--- src/rtl/logs_pkg.sv ---
// Shared types and sizing helpers for the logistic-map bifurcation sweep.
package logs_pkg;

    typedef enum logic [2:0] {
        ST_IDLE,
        ST_RESTART,
        ST_SETTLE,
        ST_COLLECT,
        ST_DONE
    } state_t;

    localparam int FRAC_DEF    = 4;
    localparam int R_W         = FRAC_DEF + 2;
    localparam int R_START_DEF = 'h30;
    localparam int R_STEP_DEF  = 'h04;
    localparam int R_END_DEF   = 'h3C;
    localparam int NCOLS       = (R_END_DEF - R_START_DEF) / R_STEP_DEF + 1;

    function automatic int ncols_of(input int r_start, input int r_end, input int r_step);
        return (r_end - r_start) / r_step + 1;
    endfunction

    // Column index width; a single-column sweep still gets one bit.
    function automatic int cw_of(input int ncols);
        return (ncols <= 1) ? 1 : $clog2(ncols);
    endfunction

endpackage

--- src/rtl/logs_sample_buf.sv ---
// One-entry valid/ready holding register; load lands one cycle later and is held stable while stalled.
// A load into a full, undrained entry is refused and flagged as dropped; load and drain may coincide.
module logs_sample_buf #(
    parameter int W = 8
) (
    input  logic         clk,
    input  logic         reset,
    input  logic         load,
    input  logic [W-1:0] sample,
    output logic         taken,
    output logic         dropped,
    output logic         valid,
    input  logic         ready,
    output logic [W-1:0] held
);

    assign taken   = load & (~valid | ready);
    assign dropped = load & valid & ~ready;

    always_ff @(posedge clk) begin
        if (reset) begin
            valid <= 1'b0;
            held  <= '0;
        end else if (taken) begin
            valid <= 1'b1;
            held  <= sample;
        end else if (ready) begin
            valid <= 1'b0;
        end
    end

endmodule

--- src/rtl/logs_sweep_ctrl.sv ---
// Sweeps r across the bifurcation range, restarting the iterator per column and streaming orbit samples.
// Samples appear one cycle after iter_next; samples arriving while the output is stalled are counted and lost.
module logs_sweep_ctrl
    import logs_pkg::*;
#(
    parameter int FRAC    = FRAC_DEF,
    parameter int SETTLE  = 16,
    parameter int POINTS  = 8,
    parameter int R_START = R_START_DEF,
    parameter int R_STEP  = R_STEP_DEF,
    parameter int R_END   = R_END_DEF,
    parameter int CW      = cw_of(ncols_of(R_START, R_END, R_STEP))
) (
    input  logic            clk,
    input  logic            reset,
    input  logic            start,
    output logic [FRAC+1:0] iter_r,
    output logic            iter_reset,
    input  logic            iter_next,
    input  logic [FRAC-1:0] iter_x,
    output logic            out_valid,
    input  logic            out_ready,
    output logic [FRAC-1:0] out_x,
    output logic [CW-1:0]   out_col,
    output logic            busy,
    output logic            done,
    output logic [7:0]      drops
);

    localparam int SW = $clog2(SETTLE + 1);
    localparam int PW = $clog2(POINTS + 1);
    localparam logic [FRAC+1:0] R0    = (FRAC+2)'(R_START);
    localparam logic [FRAC+1:0] RSTEP = (FRAC+2)'(R_STEP);
    localparam logic [FRAC+1:0] REND  = (FRAC+2)'(R_END);

    state_t               state;
    logic [CW-1:0]        col;
    logic [SW-1:0]        settle_cnt;
    logic [PW-1:0]        pt_cnt;
    logic [FRAC+2:0]      nr;
    logic                 load;
    logic                 taken;
    logic                 dropped;
    logic [FRAC+CW-1:0]   held;

    assign load       = (state == ST_COLLECT) & iter_next;
    // One extra bit so the step past R_END cannot wrap back into range.
    assign nr         = {1'b0, iter_r} + {1'b0, RSTEP};
    assign iter_reset = reset | (state == ST_IDLE) | (state == ST_RESTART) | (state == ST_DONE);
    assign {out_x, out_col} = held;

    logs_sample_buf #(
        .W(FRAC + CW)
    ) u_buf (
        .clk     (clk),
        .reset   (reset),
        .load    (load),
        .sample  ({iter_x, col}),
        .taken   (taken),
        .dropped (dropped),
        .valid   (out_valid),
        .ready   (out_ready),
        .held    (held)
    );

    always_ff @(posedge clk) begin
        if (reset) begin
            state      <= ST_IDLE;
            iter_r     <= R0;
            col        <= '0;
            settle_cnt <= '0;
            pt_cnt     <= '0;
            busy       <= 1'b0;
            done       <= 1'b0;
            drops      <= 8'd0;
        end else begin
            case (state)
                ST_IDLE, ST_DONE: begin
                    if (start) begin
                        state  <= ST_RESTART;
                        iter_r <= R0;
                        col    <= '0;
                        drops  <= 8'd0;
                        busy   <= 1'b1;
                        done   <= 1'b0;
                    end
                end
                ST_RESTART: begin
                    settle_cnt <= '0;
                    pt_cnt     <= '0;
                    state      <= ST_SETTLE;
                end
                ST_SETTLE: begin
                    if (iter_next) begin
                        if (settle_cnt == SW'(SETTLE - 1)) begin
                            state <= ST_COLLECT;
                        end else begin
                            settle_cnt <= settle_cnt + SW'(1);
                        end
                    end
                end
                ST_COLLECT: begin
                    if (dropped) begin
                        if (drops != 8'hFF) begin
                            drops <= drops + 8'd1;
                        end
                    end else if (taken) begin
                        if (pt_cnt == PW'(POINTS - 1)) begin
                            if (nr > {1'b0, REND}) begin
                                state <= ST_DONE;
                                busy  <= 1'b0;
                                done  <= 1'b1;
                            end else begin
                                iter_r <= nr[FRAC+1:0];
                                col    <= col + CW'(1);
                                state  <= ST_RESTART;
                            end
                        end else begin
                            pt_cnt <= pt_cnt + PW'(1);
                        end
                    end
                end
                default: begin
                    state <= ST_IDLE;
                    busy  <= 1'b0;
                end
            endcase
        end
    end

endmodule

--- config.mk ---
export PLATFORM = sky130hd
export DESIGN_NAME = logs_sweep_ctrl
export DESIGN_NICKNAME = d
export VERILOG_FILES = /design/src/rtl/logs_pkg.sv /design/src/rtl/logs_sample_buf.sv /design/src/rtl/logs_sweep_ctrl.sv
export SDC_FILE = /design/constraint.sdc
export NUM_CORES = 1
export LEC_CHECK = 0
export CAP_MARGIN = 15
export CORE_MARGIN = 5
export CORE_UTILIZATION = 30
export CTS_CLUSTER_DIAMETER = 100
export DETAILED_ROUTE_END_ITERATION = 12
export GPL_TIMING_DRIVEN = 0
export HOLD_SLACK_MARGIN = 0.06
export PLACE_DENSITY = 0.48
export SLEW_MARGIN = 25
export SYNTH_ARGS = -nofsm -noshare
export SYNTH_HDL_FRONTEND = slang
export SYNTH_SLANG_ARGS = --single-unit
--- constraint.sdc ---
create_clock -name clk -period 4.3 [get_ports clk]
set_input_delay 0.86 -clock clk [delete_from_list [all_inputs] [get_ports clk]]
set_output_delay 0.86 -clock clk [all_outputs]
set_load 0.005 [all_outputs]
# Word-level counts from Yosys, hierarchy flattened
# Index checks and enable logic that the tools add are counted.
word_totals:
  reg_bits: 37
  in_bits: 9
  output_inout_bits: 24
  wordCells: 105
classes:
  add_sub_neg: 5
  magnitude_cmp: 1
  n_eq_ne: 19
  muxes: 45
  bitwise: 11
  reduce_logical: 14
ops:
  columns: ["operator", "count"]
  rows:
  - ["$mux W6", 5]
  - ["$mux W8", 3]
  - ["$reduce_and A6 Y1", 4]
  - ["$mux W3", 7]
  - ["$ne A2 B2 Y1 const B", 9]
  - ["$pmux W8 S2", 1]
  - ["$mux W1", 12]
  - ["$mux W4", 3]
  - ["$pmux W3 S4", 1]
  - ["$pmux W6 S2", 1]
  - ["$mux W2", 5]
  - ["$mux W5", 2]
  - ["$pmux W5 S2", 1]
  - ["$add A8 B1 Y8 const B", 1]
  - ["$ne A8 B8 Y1 const B", 1]
  - ["$pmux W4 S2", 1]
  - ["$reduce_and A4 Y1", 2]
  - ["$reduce_bool A2 Y1", 4]
  - ["$add A6 B3 Y7 const B", 1]
  - ["$gt A7 B6 Y1 const B", 1]
  - ["$eq A3 B2 Y1 const B", 2]
  - ["$ne A2 B1 Y1 const B", 3]
  - ["$add A5 B1 Y5 const B", 1]
  - ["$eq A5 B4 Y1 const B", 1]
  - ["other kinds (14)", 23]

# Depth between registers and ports, before layout
logic_depth:
  ltp_word: 7
  mapped_depth: 8
  depth_no_buf: 8

# Hierarchy
# A second synthesis with hierarchy kept.
hier_totals:
  cells_unflattened: 212
  area_unflattened_um2: 1828.0
by_module_without_submodules:
  columns: ["module", "instances", "cells_each", "area_each_um2", "seq_area_each_um2"]
  rows:
  - ["logs_sweep_ctrl", 1, 180, 1500.2, 560.5]
  - ["logs_sample_buf", 1, 32, 327.8, 140.1]

# Worst setup path before layout
# Ideal clock, no wire load.
synth_path:
  path_kind: "input -> output"
  from: "in reset"
  to: "out iter_reset"
  arrival_time_ns: 1.370
  t_required_ns: 3.440
  setup_slack_ns: 2.070
  cell_stages: 3
  path_cell_list: "clkbuf_1 > inv_1 > o211ai_1"
synth_via:
  elab_chain_len: 3
synth_lines:
  columns: ["item", "line", "source"]
  rows:
  - ["start: declaration", "logs_sweep_ctrl.sv:15", "input logic reset,"]
  - ["$or A1 B1 Y1 (3 in a row)", "logs_sweep_ctrl.sv:49", "assign iter_reset = reset | (state == ST_IDLE) | (state == ST_RESTART) | (state == ST_DONE);"]
  - ["end: declaration", "logs_sweep_ctrl.sv:18", "output logic iter_reset,"]
# Every way passes these cells.

# Final worst setup path
# Same ends and word-level chain as after synthesis.

==> results_dict.tcl <==
set metrics [dict create \
    grt_pass1_wl_mm 7.15 \
    clock_skew_ns 0.00229 \
    period_share 0.830 \
    root_buffer "clkbuf_8" \
    ys_seq_area_frac 0.385 \
    endpoint_kind "output pin" \
    irDropWorstVdd_mv 0.161 \
    hold_path_class "flop to flop" \
    ios 33 \
    cts_made_buffers 5 \
    coreArea_um2 5920 \
    routabilityCongestion 0.757 \
    cp_max_fo 10 \
    dieArea_um2 7720 \
    die_x_um 87.8 \
    slew_headroom 0.554 \
    drive_gt1_frac 0.137 \
    ctsLongestPathBuffers 2 \
    critical_path_required_ns 3.44 \
    hold_viol_final 0 \
    stdcell_area_um2 2320 \
    wl_per_cell_um 13.0 \
    dp_hpwl_mm 3.00 \
    die_h_um 87.8 \
    drc 0 \
    synthArstFlopShare 0 \
    power.total_mw 0.716 \
    postRouteAntennaNets 0 \
    cts_sinks 35 \
    status "finished, final reports clean" \
    setup_viol 0 \
    postSynthCellCount 202 \
    rsz0062_at_grt "false" \
    nets 255 \
    crit_path_start "reset" \
    fin_crit_ns 3.57 \
    crit_type "primary input to output pin" \
    path_clk_slew_ns 0.08 \
    insertion_delay_ns 0.28 \
    cp_data_arrival_time_ns 2.71 \
    power_density_nw_per_um2 309 \
    areaGrowthSynthToFinish_pct 27.6 \
    syn_avg_cell_area_um2 9.00 \
    via_per_inst 4.85 \
    post-place-ws_ns 0.728 \
    synth-edff-count 0 \
    ys_types 55 \
    startpoint_type "primary input" \
    dr.pass1.iters 4 \
    cts_resized 0 \
    leakage_nw 0.898 \
    rows 28 \
    dpl_cell_area_um2 2220 \
    hold_start "done" \
    postCtsHoldBufs 0 \
    vias 1534 \
    totalWireLength_mm 4.12 \
    htreeDepth 2 \
    max_cap_viol_count 0 \
    antenna_found_initial 0 \
    finalMaxSlewViolations 0 \
    grt_pass1_vias 1501 \
    yosysWarnings 0 \
    track_usage 0.119 \
    reg2reg_slack_ns 2.05 \
    fin_tns_setup_ns 0 \
    drt_iter0_markers 100 \
    yosys_most_used_dff "dfxtp_1" \
    grt_remaining_overflow 0 \
    n_antenna_cell 0 \
    synth_area_um2 1820 \
    max_freq_mhz 280 \
    port_buffers 30 \
    synth_seq_cells 35 \
    tightest_slew_ns 0.669 \
    grt_max_degree 12 \
    cts_setup_buffers 0 \
    fin_ws_ns 0.729 \
    rr_startpoint "iter_r[2]" \
    cts_tree "built" \
    start_util 0.307 \
]
[per-layer routing]
metal / part of all wire / GRT usage / wire length, µm
met5: 0 / 0 / 0
met4: 0.0070 / 0.0377 / 29
met3: 0.067 / 0.0442 / 278
met2: 0.44 / 0.175 / 1830
met1: 0.48 / 0.159 / 1980
[sequential cells by signal, indices dropped and copies added, names as in the netlist]
register     cells
busy             1
col              2
done             1
drops            8
iter_r           4
pt_cnt           4
settle_cnt       5
state            3
u_buf.held       6
u_buf.valid      1
[layout make-up]
class                           instances  area (µm²)
Fill cell                             603        3600
Multi-Input combinational cell        148        1020
Sequential cell                        35         701
Timing Repair Buffer                   30         300
Clock buffer                            7        96.3
Tap cell                               75        93.8
Buffer                                 13        78.8
Inverter                                7        26.3
Clock inverter                          1        7.51
[critical path: stages]
cell and delay (ns):
clkdlybuf4s50_1 0.52, clkbuf_1 0.39, inv_1 0.24, o211ai_1 0.17, clkdlybuf4s50_1 0.53
[power breakdown]
group	internal [mW]	total (mW)	switching, mW
sequential	0.331	0.337	0.00628
clock	0.146	0.273	0.127
combinational	0.0473	0.106	0.0590
[through the flow]
stage | std cells | hold WS [ns] | utilization
6_report | 316 | 0.492 | 0.392
3_3_place_gp | 308 | 0.474 | 0.374
3_5_place_dp | 308 | 0.477 | 0.374
5_1_grt | 316 | 0.525 | 0.392
2_1_floorplan | 203 | 0.453 | -
4_1_cts | 316 | 0.499 | 0.392
[Yosys cell counts (all sizes together), types with 2 or more instances]
cell type | n | area [µm²]
a211oi | 3 | 27.5
a21oi | 14 | 70.1
a31oi | 4 | 31.3
and2b | 2 | 17.5
and3 | 4 | 25.0
and3b | 2 | 18.8
buf | 8 | 57.6
clkbuf | 5 | 21.3
dfxtp | 35 | 701
ha | 6 | 75.1
inv | 7 | 26.3
mux2i | 7 | 70.1
nand2 | 7 | 26.3
nand2b | 2 | 12.5
nand3 | 6 | 30.0
nand4 | 2 | 12.5
nand4b | 2 | 32.5
nor2 | 30 | 113
nor3 | 2 | 15.0
nor3b | 3 | 27.5
o2111ai | 3 | 26.3
o21a | 4 | 37.5
o21ai | 12 | 60.1
o22ai | 2 | 12.5
or2 | 4 | 25.0
xnor2 | 2 | 17.5
xor2 | 8 | 70.1
[worst paths after layout]
| check | depth (start not counted) | to |
|---|---|---|
| max | 5 | iter_reset |
| min | 2 | done |
| min reg2reg | 2 | done |
| max reg2reg | 8 | busy |
[kinds of logic (layout without fill, tap and decap cells)]
kind of cell | count (synthesis) | count (layout) | share of synthesized area
muxes | 8 | 8 | 0.0447
adders and majority gates | 6 | 6 | 0.0413
DFF | 35 | 35 | 0.385
xor gates and xnor gates | 10 | 10 | 0.0482
buffers and inverters | 20 | 58 | 0.0578
other | 1 | 2 | 0.00206
AOI/OAI and AO/OA | 50 | 50 | 0.193
and+or+nand+nor | 72 | 72 | 0.228
[layout by cell type, fill, tap and decap left out, types with 3 or more instances in the layout]
master,netlist,layout
nand3_1,6,6
clkdlybuf4s50_1,0,30
a31oi_1,3,3
o2111ai_1,3,3
o21ai_0,9,9
ha_1,6,6
buf_2,4,4
clkbuf_8,0,7
and3_1,4,4
o21a_1,3,3
a21oi_1,14,14
nor2_1,30,30
clkbuf_1,3,3
inv_1,7,7
o21ai_1,3,3
nand2_1,7,7
mux2i_1,7,7
xor2_1,8,8
dfxtp_1,35,35
or2_2,3,3
Note: power is estimated with default switching activity, not from simulation.
